$ cat src/rtl/pipe_ctrl_pkg.sv
// Shared field widths, forwarding encodings and stage control payloads for
// the pipeline control carrier.
package pipe_ctrl_pkg;

  localparam int unsigned ALU_OP_LENGTH  = 4;
  localparam int unsigned REG_SRC_LENGTH = 2;
  localparam int unsigned FWD_SEL_LENGTH = 2;

  // E-stage operand source select
  typedef enum logic [FWD_SEL_LENGTH-1:0] {
    FWD_REG = 2'b00,
    FWD_W   = 2'b01,
    FWD_M   = 2'b10
  } fwd_sel_e;

  // Control fields carried into E (register indices kept separately)
  typedef struct packed {
    logic                      regfile_we;
    logic                      datamem_we;
    logic                      alusrc_mux;
    logic                      memtoreg;
    logic [ALU_OP_LENGTH-1:0]  aluop;
    logic [REG_SRC_LENGTH-1:0] regsrc_mux;
    logic                      branch;
  } e_ctrl_t;

  // Control fields still needed in M
  typedef struct packed {
    logic                      regfile_we;
    logic                      datamem_we;
    logic                      memtoreg;
    logic [REG_SRC_LENGTH-1:0] regsrc_mux;
  } m_ctrl_t;

  // Control fields still needed in W
  typedef struct packed {
    logic                      regfile_we;
    logic [REG_SRC_LENGTH-1:0] regsrc_mux;
  } w_ctrl_t;

endpackage

$ cat src/rtl/pipe_ctrl_hazard_unit.sv
// Combinational stall and forwarding equations.
// Ports:
//   rs_d, rt_d, branch_d          : D-stage sources and branch flag
//   rs_e, rt_e, write_reg_e, ...  : E-stage occupancy
//   write_reg_m, ... / _w         : M and W occupancy
//   stall                         : freeze F/D and bubble E
//   forward_a_e, forward_b_e      : E operand selects (M beats W)
//   forward_a_d, forward_b_d      : branch comparator operands from M
module hazard_unit
  import pipe_ctrl_pkg::*;
#(
  parameter int unsigned REG_ADDR_W = 5
) (
  input  logic [REG_ADDR_W-1:0]     rs_d,
  input  logic [REG_ADDR_W-1:0]     rt_d,
  input  logic                      branch_d,
  input  logic [REG_ADDR_W-1:0]     rs_e,
  input  logic [REG_ADDR_W-1:0]     rt_e,
  input  logic [REG_ADDR_W-1:0]     write_reg_e,
  input  logic                      memtoreg_e,
  input  logic                      regfile_we_e,
  input  logic [REG_ADDR_W-1:0]     write_reg_m,
  input  logic                      memtoreg_m,
  input  logic                      regfile_we_m,
  input  logic [REG_ADDR_W-1:0]     write_reg_w,
  input  logic                      regfile_we_w,
  output logic                      stall,
  output logic [FWD_SEL_LENGTH-1:0] forward_a_e,
  output logic [FWD_SEL_LENGTH-1:0] forward_b_e,
  output logic                      forward_a_d,
  output logic                      forward_b_d
);

  // Register 0 is hardwired, so it never matches
  function automatic logic hit(input logic [REG_ADDR_W-1:0] dst,
                               input logic [REG_ADDR_W-1:0] src);
    return (dst != '0) && (dst == src);
  endfunction

  logic e_hits_d;
  logic m_hits_d;
  logic load_use;
  logic branch_e;
  logic branch_m;

  assign e_hits_d = hit(write_reg_e, rs_d) | hit(write_reg_e, rt_d);
  assign m_hits_d = hit(write_reg_m, rs_d) | hit(write_reg_m, rt_d);

  assign load_use = memtoreg_e & e_hits_d;
  assign branch_e = branch_d & regfile_we_e & e_hits_d;
  assign branch_m = branch_d & memtoreg_m & m_hits_d;

  // OR of all causes: coincident hazards still cost a single bubble
  assign stall = load_use | branch_e | branch_m;

  // W result is written through the regfile in time for D
  assign forward_a_d = regfile_we_m & hit(write_reg_m, rs_d);
  assign forward_b_d = regfile_we_m & hit(write_reg_m, rt_d);

  // E operand selects: the younger M result has priority over W
  always_comb begin
    forward_a_e = FWD_REG;
    forward_b_e = FWD_REG;
    if (regfile_we_m && hit(write_reg_m, rs_e)) begin
      forward_a_e = FWD_M;
    end else if (regfile_we_w && hit(write_reg_w, rs_e)) begin
      forward_a_e = FWD_W;
    end
    if (regfile_we_m && hit(write_reg_m, rt_e)) begin
      forward_b_e = FWD_M;
    end else if (regfile_we_w && hit(write_reg_w, rt_e)) begin
      forward_b_e = FWD_W;
    end
  end

endmodule

$ cat src/rtl/pipe_ctrl.sv
// Carries the decoded control bundle through the E, M and W stage registers
// and exposes hazard/forwarding controls for the datapath.
// Ports:
//   clk, rst                : core clock, synchronous active-high reset
//   *D                      : decoded D-stage bundle and source indices
//   *E, *M, *W              : registered per-stage copies of the bundle
//   stallF, stallD, flushE  : combinational hazard response
//   forwardAE/BE, AD/BD     : combinational operand forwarding selects
module pipe_ctrl
  import pipe_ctrl_pkg::*;
#(
  parameter int unsigned REG_ADDR_W = 5
) (
  input  logic                      clk,
  input  logic                      rst,
  input  logic                      Regfile_weD,
  input  logic                      DataMem_weD,
  input  logic                      aluSrc_muxD,
  input  logic                      memToRegD,
  input  logic [ALU_OP_LENGTH-1:0]  aluOpD,
  input  logic [REG_SRC_LENGTH-1:0] regSrc_muxD,
  input  logic                      branchD,
  input  logic [REG_ADDR_W-1:0]     rsD,
  input  logic [REG_ADDR_W-1:0]     rtD,
  input  logic [REG_ADDR_W-1:0]     writeRegD,
  output logic                      Regfile_weE,
  output logic                      DataMem_weE,
  output logic                      aluSrc_muxE,
  output logic                      memToRegE,
  output logic [ALU_OP_LENGTH-1:0]  aluOpE,
  output logic [REG_SRC_LENGTH-1:0] regSrc_muxE,
  output logic                      branchE,
  output logic [REG_ADDR_W-1:0]     rsE,
  output logic [REG_ADDR_W-1:0]     rtE,
  output logic [REG_ADDR_W-1:0]     writeRegE,
  output logic                      Regfile_weM,
  output logic                      DataMem_weM,
  output logic                      memToRegM,
  output logic [REG_SRC_LENGTH-1:0] regSrc_muxM,
  output logic [REG_ADDR_W-1:0]     writeRegM,
  output logic                      Regfile_weW,
  output logic [REG_SRC_LENGTH-1:0] regSrc_muxW,
  output logic [REG_ADDR_W-1:0]     writeRegW,
  output logic                      stallF,
  output logic                      stallD,
  output logic                      flushE,
  output logic [FWD_SEL_LENGTH-1:0] forwardAE,
  output logic [FWD_SEL_LENGTH-1:0] forwardBE,
  output logic                      forwardAD,
  output logic                      forwardBD
);

  e_ctrl_t                ctrl_d;
  e_ctrl_t                ctrl_e;
  m_ctrl_t                ctrl_m;
  w_ctrl_t                ctrl_w;
  logic [REG_ADDR_W-1:0]  rs_e;
  logic [REG_ADDR_W-1:0]  rt_e;
  logic [REG_ADDR_W-1:0]  wr_e;
  logic [REG_ADDR_W-1:0]  wr_m;
  logic [REG_ADDR_W-1:0]  wr_w;
  logic                   stall;

  assign ctrl_d = '{regfile_we: Regfile_weD, datamem_we: DataMem_weD,
                    alusrc_mux: aluSrc_muxD, memtoreg: memToRegD,
                    aluop: aluOpD, regsrc_mux: regSrc_muxD,
                    branch: branchD};

  // Stage registers; a stall inserts an all-zero bubble (ALU NOP) into E
  always_ff @(posedge clk) begin
    if (rst) begin
      ctrl_e <= '0;
      rs_e   <= '0;
      rt_e   <= '0;
      wr_e   <= '0;
      ctrl_m <= '0;
      wr_m   <= '0;
      ctrl_w <= '0;
      wr_w   <= '0;
    end else begin
      if (stall) begin
        ctrl_e <= '0;
        rs_e   <= '0;
        rt_e   <= '0;
        wr_e   <= '0;
      end else begin
        ctrl_e <= ctrl_d;
        rs_e   <= rsD;
        rt_e   <= rtD;
        wr_e   <= writeRegD;
      end
      ctrl_m <= '{regfile_we: ctrl_e.regfile_we, datamem_we: ctrl_e.datamem_we,
                  memtoreg: ctrl_e.memtoreg, regsrc_mux: ctrl_e.regsrc_mux};
      wr_m   <= wr_e;
      ctrl_w <= '{regfile_we: ctrl_m.regfile_we, regsrc_mux: ctrl_m.regsrc_mux};
      wr_w   <= wr_m;
    end
  end

  assign Regfile_weE = ctrl_e.regfile_we;
  assign DataMem_weE = ctrl_e.datamem_we;
  assign aluSrc_muxE = ctrl_e.alusrc_mux;
  assign memToRegE   = ctrl_e.memtoreg;
  assign aluOpE      = ctrl_e.aluop;
  assign regSrc_muxE = ctrl_e.regsrc_mux;
  assign branchE     = ctrl_e.branch;
  assign rsE         = rs_e;
  assign rtE         = rt_e;
  assign writeRegE   = wr_e;
  assign Regfile_weM = ctrl_m.regfile_we;
  assign DataMem_weM = ctrl_m.datamem_we;
  assign memToRegM   = ctrl_m.memtoreg;
  assign regSrc_muxM = ctrl_m.regsrc_mux;
  assign writeRegM   = wr_m;
  assign Regfile_weW = ctrl_w.regfile_we;
  assign regSrc_muxW = ctrl_w.regsrc_mux;
  assign writeRegW   = wr_w;

  assign stallF = stall;
  assign stallD = stall;
  assign flushE = stall;

  hazard_unit #(
    .REG_ADDR_W (REG_ADDR_W)
  ) u_hazard (
    .rs_d         (rsD),
    .rt_d         (rtD),
    .branch_d     (branchD),
    .rs_e         (rs_e),
    .rt_e         (rt_e),
    .write_reg_e  (wr_e),
    .memtoreg_e   (ctrl_e.memtoreg),
    .regfile_we_e (ctrl_e.regfile_we),
    .write_reg_m  (wr_m),
    .memtoreg_m   (ctrl_m.memtoreg),
    .regfile_we_m (ctrl_m.regfile_we),
    .write_reg_w  (wr_w),
    .regfile_we_w (ctrl_w.regfile_we),
    .stall        (stall),
    .forward_a_e  (forwardAE),
    .forward_b_e  (forwardBE),
    .forward_a_d  (forwardAD),
    .forward_b_d  (forwardBD)
  );

endmodule

$ cat config.mk
export PLATFORM = sky130hd
export DESIGN_NAME = pipe_ctrl
export DESIGN_NICKNAME = d
export VERILOG_FILES = /design/src/rtl/pipe_ctrl_pkg.sv /design/src/rtl/pipe_ctrl_hazard_unit.sv /design/src/rtl/pipe_ctrl.sv
export SDC_FILE = /design/constraint.sdc
export NUM_CORES = 1
export LEC_CHECK = 0
export CAP_MARGIN = 0
export CORE_ASPECT_RATIO = 1.75
export CORE_MARGIN = 2
export CORE_UTILIZATION = 43
export DETAILED_ROUTE_END_ITERATION = 16
export HOLD_SLACK_MARGIN = 0.15
export PLACE_DENSITY = 0.77
export SYNTH_ARGS = -nofsm -noshare
export SYNTH_HDL_FRONTEND = slang
export SYNTH_HIERARCHICAL = 1
export SYNTH_SLANG_ARGS = --single-unit
$ cat constraint.sdc
create_clock -name clk -period 2.9 [get_ports clk]
set_clock_uncertainty 0.1 [all_clocks]
set_input_delay 0.435 -clock clk [delete_from_list [all_inputs] [get_ports clk]]
set_output_delay 0.435 -clock clk [all_outputs]
set_load 0.05 [all_outputs]
# Word-level counts from Yosys, hierarchy flattened
# Index checks and enable logic that the tools add are counted.
# totals
in_bits	28
register_bits	44
word_cells	57
# classes
n_mux	4
bitwise	11
n_reduce_logical	16
eq_ne	8
# ops
op	n
5-bit == test	8
5-bit nonzero test	3
1-bit logical AND	12
1-bit bitwise AND	7
2-bit two-way mux	2
1-bit OR	4
1-bit two-way mux	2
2-bit OR reduction	1

# Logic depth before layout (Yosys ltp)
# depth
ltp_word	7
ltp_mapped	9
mapped_depth_nobuf	6

# Modules after synthesis
# The synthesis kept the hierarchy.
# by_module_without_submodules
module	area_per_inst_um2	cells_each	n_inst
pipe_ctrl	1431.4	98	1
hazard_unit	586.8	73	1

# Worst setup path after synthesis
# Ideal clock, no wire load.
# synth_timing
path_kind	register -> output
startpoint	register wr_e[0], in the netlist writeRegE[0]
endpoint	output port stallD
t_arrival_ns	3.008
path_slack_ns	-0.643
required_ns	2.365
stages_incl_launch_ff	7
cell_sequence	dfxtp_1 -> xnor2_1 -> nand3_1 -> nor3_1 -> a31oi_1 -> o31ai_1 -> buf_4
# synth_between
elab_chain_len	6
# synth_lines
item	line	source
start: declaration	pipe_ctrl.sv:59	logic [REG_ADDR_W-1:0] wr_e;
start signal: assignment	pipe_ctrl.sv:90	wr_e <= writeRegD;
5-bit == test / 5-bit nonzero test (equally long branches)	pipe_ctrl_hazard_unit.sv:37	return (dst != '0) && (dst == src);
1-bit logical AND	pipe_ctrl_hazard_unit.sv:37	
1-bit OR (*)	pipe_ctrl_hazard_unit.sv:46	assign e_hits_d = hit(write_reg_e, rs_d) | hit(write_reg_e, rt_d);
1-bit bitwise AND (on tied branches)	pipe_ctrl_hazard_unit.sv:49, pipe_ctrl_hazard_unit.sv:50	
1-bit OR (*) (2 in series)	pipe_ctrl_hazard_unit.sv:54	assign stall = load_use | branch_e | branch_m;
end: declaration	pipe_ctrl.sv:45	output logic stallD,
# Mark *: on every way between the ends. The rest lies on a longest branch, timed or not.

# Worst setup path in the final report
# layout_timing
startpoint	input port rtD[2]
endpoint	output port stallD
# layout_between
elab_chain_len	6
# layout_lines
item	line	source
start: declaration	pipe_ctrl.sv:24	input logic [REG_ADDR_W-1:0] rtD,
5-bit == test	pipe_ctrl_hazard_unit.sv:37	
1-bit logical AND	pipe_ctrl_hazard_unit.sv:37	
1-bit OR	pipe_ctrl_hazard_unit.sv:46	
1-bit bitwise AND (on tied branches)	pipe_ctrl_hazard_unit.sv:49, pipe_ctrl_hazard_unit.sv:50	
1-bit OR	pipe_ctrl_hazard_unit.sv:54	
1-bit OR (*)	pipe_ctrl_hazard_unit.sv:54	
# Marked as above.

==> results.py <==
metrics = {
    "status": {
        "status": "complete, no violations",
    },
    "floorplan": {
        "core_area_mm2": 0.004583,
        "dieArea_mm2": 0.005279,
        "ioPinCount": 81,
        "die_w_um": 55.79,
        "die_h_um": 94.63,
        "rows": 33,
        "start_util_pct": 44.03,
    },
    "finish": {
        "layout.nets": 287,
        "drive_above_1_share_pct": 25.10,
        "final_cells": 311,
        "final_cell_mix": "clkdlybuf4s50_1, dfxtp_1, nor3b_2, xor2_1, nor2b_1",
        "final_util_pct": 66.78,
        "n_fill_cell": 368,
        "n_antenna_cell": 0,
        "multi_input_area_mm2": 0.001044,
        "fin_area_mm2": 0.003060,
        "syn_to_final_growth_pct": 51.64,
        "final_common_cell": "clkdlybuf4s50_1",
        "seqCellArea_um2": 880.8,
    },
    "power_and_ir_drop": {
        "p_int_mw": 0.9519,
        "p_seq_share_pct": 48.5,
        "p_sw_mw": 0.4140,
        "p_leak_nw": 1.197,
        "powerDensity_mw_per_mm2": 446.3,
        "power.total_mw": 1.366,
        "swShare_pct": 30.31,
        "clkPwrFrac_pct": 25.8,
        "ir_worst_vdd_uv": 342.5,
        "p_comb_share_pct": 25.7,
    },
    "grt": {
        "grt_usage_pct": 18.53,
        "antenna_found_initial": 0,
        "first_global_vias": 1552,
        "grt_pass1_wl_mm": 7.465,
        "grt_max_degree": 45,
        "overflow": 0,
    },
    "placement": {
        "gpl.final_weighted_congestion": 0.8410,
        "io_buffers": 80,
        "dp_hpwl_mm": 3.490,
        "place_area_mm2": 0.002948,
        "dp_slack_ns": -0.1376,
        "dp_cells": 301,
    },
    "critical_path": {
        "crit_fanout": 5,
        "start_kind": "input pin",
        "cp_cell_sequence": "clkdlybuf4s50_1 > buf_4 > xor2_1 > nor4_1 > o211ai_1 > o31ai_4 > buf_12 > buf_12",
        "path_delay_family": "buffers and inverters",
        "worstSetupEndpointType": "primary output",
        "crit_slowest_cell": "clkdlybuf4s50_1",
        "critical_path_buf_inv_count": 4,
        "max_stage_delay_ns": 0.45,
        "worstPathRequired_ns": 2.37,
        "path_common_cell": "buf_12",
        "crit_type": "in2out",
        "cp.arrival_ns": 2.26,
    },
    "timing": {
        "fmax_mhz": 357.6,
        "worst_slack_ns": 0.1032,
        "drv_slew": 0,
        "slew-limit-headroom_pct": 59.57,
        "period_share_pct": 96.44,
        "finalSetupViolCount": 0,
        "rsz0062_at_grt": "false",
        "hold_violations": 0,
        "worst_pin_slew_ns": 0.6064,
        "min_period_ns": 2.797,
    },
    "cts": {
        "ctsResizeCount": 0,
        "cts_tree": "yes",
        "htreeDepth": 2,
        "clockBufferDepth": 2,
        "clk_latency_ns": 0.29,
        "clkSlewWorstSetupHoldPaths_ns": 0.07,
        "cts_num_sinks": 44,
        "cts_root_buf": "clkbuf_8",
        "cts_buffers": 5,
    },
    "logic_synthesis": {
        "synth_top_area_cell": "dfxtp_1",
        "synth.area.top_cells": "dfxtp_1, nor3b_2, xor2_1",
        "synthCells": 171,
        "synth_fp_nets": 199,
        "yosysWarnings": 6,
        "synth_top_area_share_pct": 43.65,
        "seq_area_frac_synth_pct": 43.65,
        "synth-seq-cells": 44,
        "synth_cell_types": 24,
        "avgSynthCellArea_um2": 11.80,
        "synth_area_mm2": 0.002018,
    },
    "run": {
        "drv_cap": 0,
    },
    "detailed_routing": {
        "vias": 1489,
        "drt-initial-drc-count": 43,
        "firstDrtPassIters": 4,
        "avgRoutedWirePerCell_um": 14.77,
        "finalWirelength_mm": 4.594,
        "drtAntennaViolNets": 0,
        "viasPerCell": 4.788,
        "drc": 0,
    },
    "min_path": {
        "hp-class": "reg2reg",
    },
}
==> metal layers <==
metal  vias up  part of all wire, %  global-route usage [%]
met3         5                  6.4                   5.753
met5         -                    0                       0
met1       690                   36                   19.83
met4         0                  1.5                   7.317
met2        52                   56                   33.53
li1        742                    -                       -
==> worst reg2reg max path: cells and delay by family, from the launching register on <==
kind / cells / cell delay, ns
and+or+nand+nor: 4 / 1.06
buffers and inverters: 3 / 0.51
AOI/OAI and AO/OA: 2 / 0.40
DFF: 1 / 0.31
==> cell families (layout without fill, tap and decap cells) <==
logic type             count (synthesis)  after routing  synth area share, %
flip-flops                            44             44                43.65
XOR/XNOR                              40             40                17.36
AND/OR/NAND/NOR                       66             66                29.57
buffers and inverters                 15            103                7.067
AO/OA/AOI/OAI                          6              6                2.356
==> layout make-up <==
cell class	instances	share of cell area [%]
Sequential cell	44	28.78
Clock buffer	6	2.371
Multi-Input combinational cell	112	34.10
Clock inverter	1	0.1635
Timing Repair Buffer	96	32.46
Tap cell	52	2.126
==> stage by stage <==
step / hold slack (ns) / setup TNS [ns]
after floorplan: 0.4921 / 0
after global placement: 0.3447 / -0.9962
after detailed placement: 0.3579 / -1.486
after CTS: 0.3696 / 0
after global routing: 0.3759 / 0
final: 0.3671 / 0
==> flip-flops by register name (all words and copies together) (netlist names), 2 cells and up <==
signal,flops
regSrc_muxM,2
aluOpE,4
rtE,5
writeRegW,5
rsE,5
writeRegM,5
regSrc_muxW,2
regSrc_muxE,2
writeRegE,5
==> power by group through the flow <==
stage / combinational (mW) / sequential [mW] / clock, mW
global route: 0.369 / 0.667 / 0.389
finish: 0.351 / 0.662 / 0.353
CTS: 0.354 / 0.663 / 0.368
detailed placement: 0.350 / 0.677 / 0
global placement: 0.347 / 0.677 / 0
floorplan: 0.125 / 0.776 / 0
==> synth_stat cells (all sizes together) <==
cell / number
xnor2: 17
nor3: 2
buf: 14
clkbuf: 1
xor2: 23
nor4: 6
o211ai: 1
o31ai: 1
a21oi: 1
or4: 5
a31oi: 1
dfxtp: 44
and2: 2
o21ai: 2
nand3: 5
nor2: 2
nor3b: 26
nor2b: 18
==> worst paths after layout <==
kind / startpoint / to / slack, ns / depth (start not counted)
min: DataMem_weE / DataMem_weM / 0.37 / 1
min reg2reg: DataMem_weE / DataMem_weM / 0.37 / 1
max reg2reg: writeRegM[1] / rtE[1] / 0.44 / 9
max: rtD[2] / stallD / 0.10 / 8
==> timing repair <==
action                     4_1_cts  5_1_grt
buffers inserted                 3        0
setup endpoints to repair        3        0
hold buffers                     0        0
No activity file was read; power rests on OpenSTA's default activity.
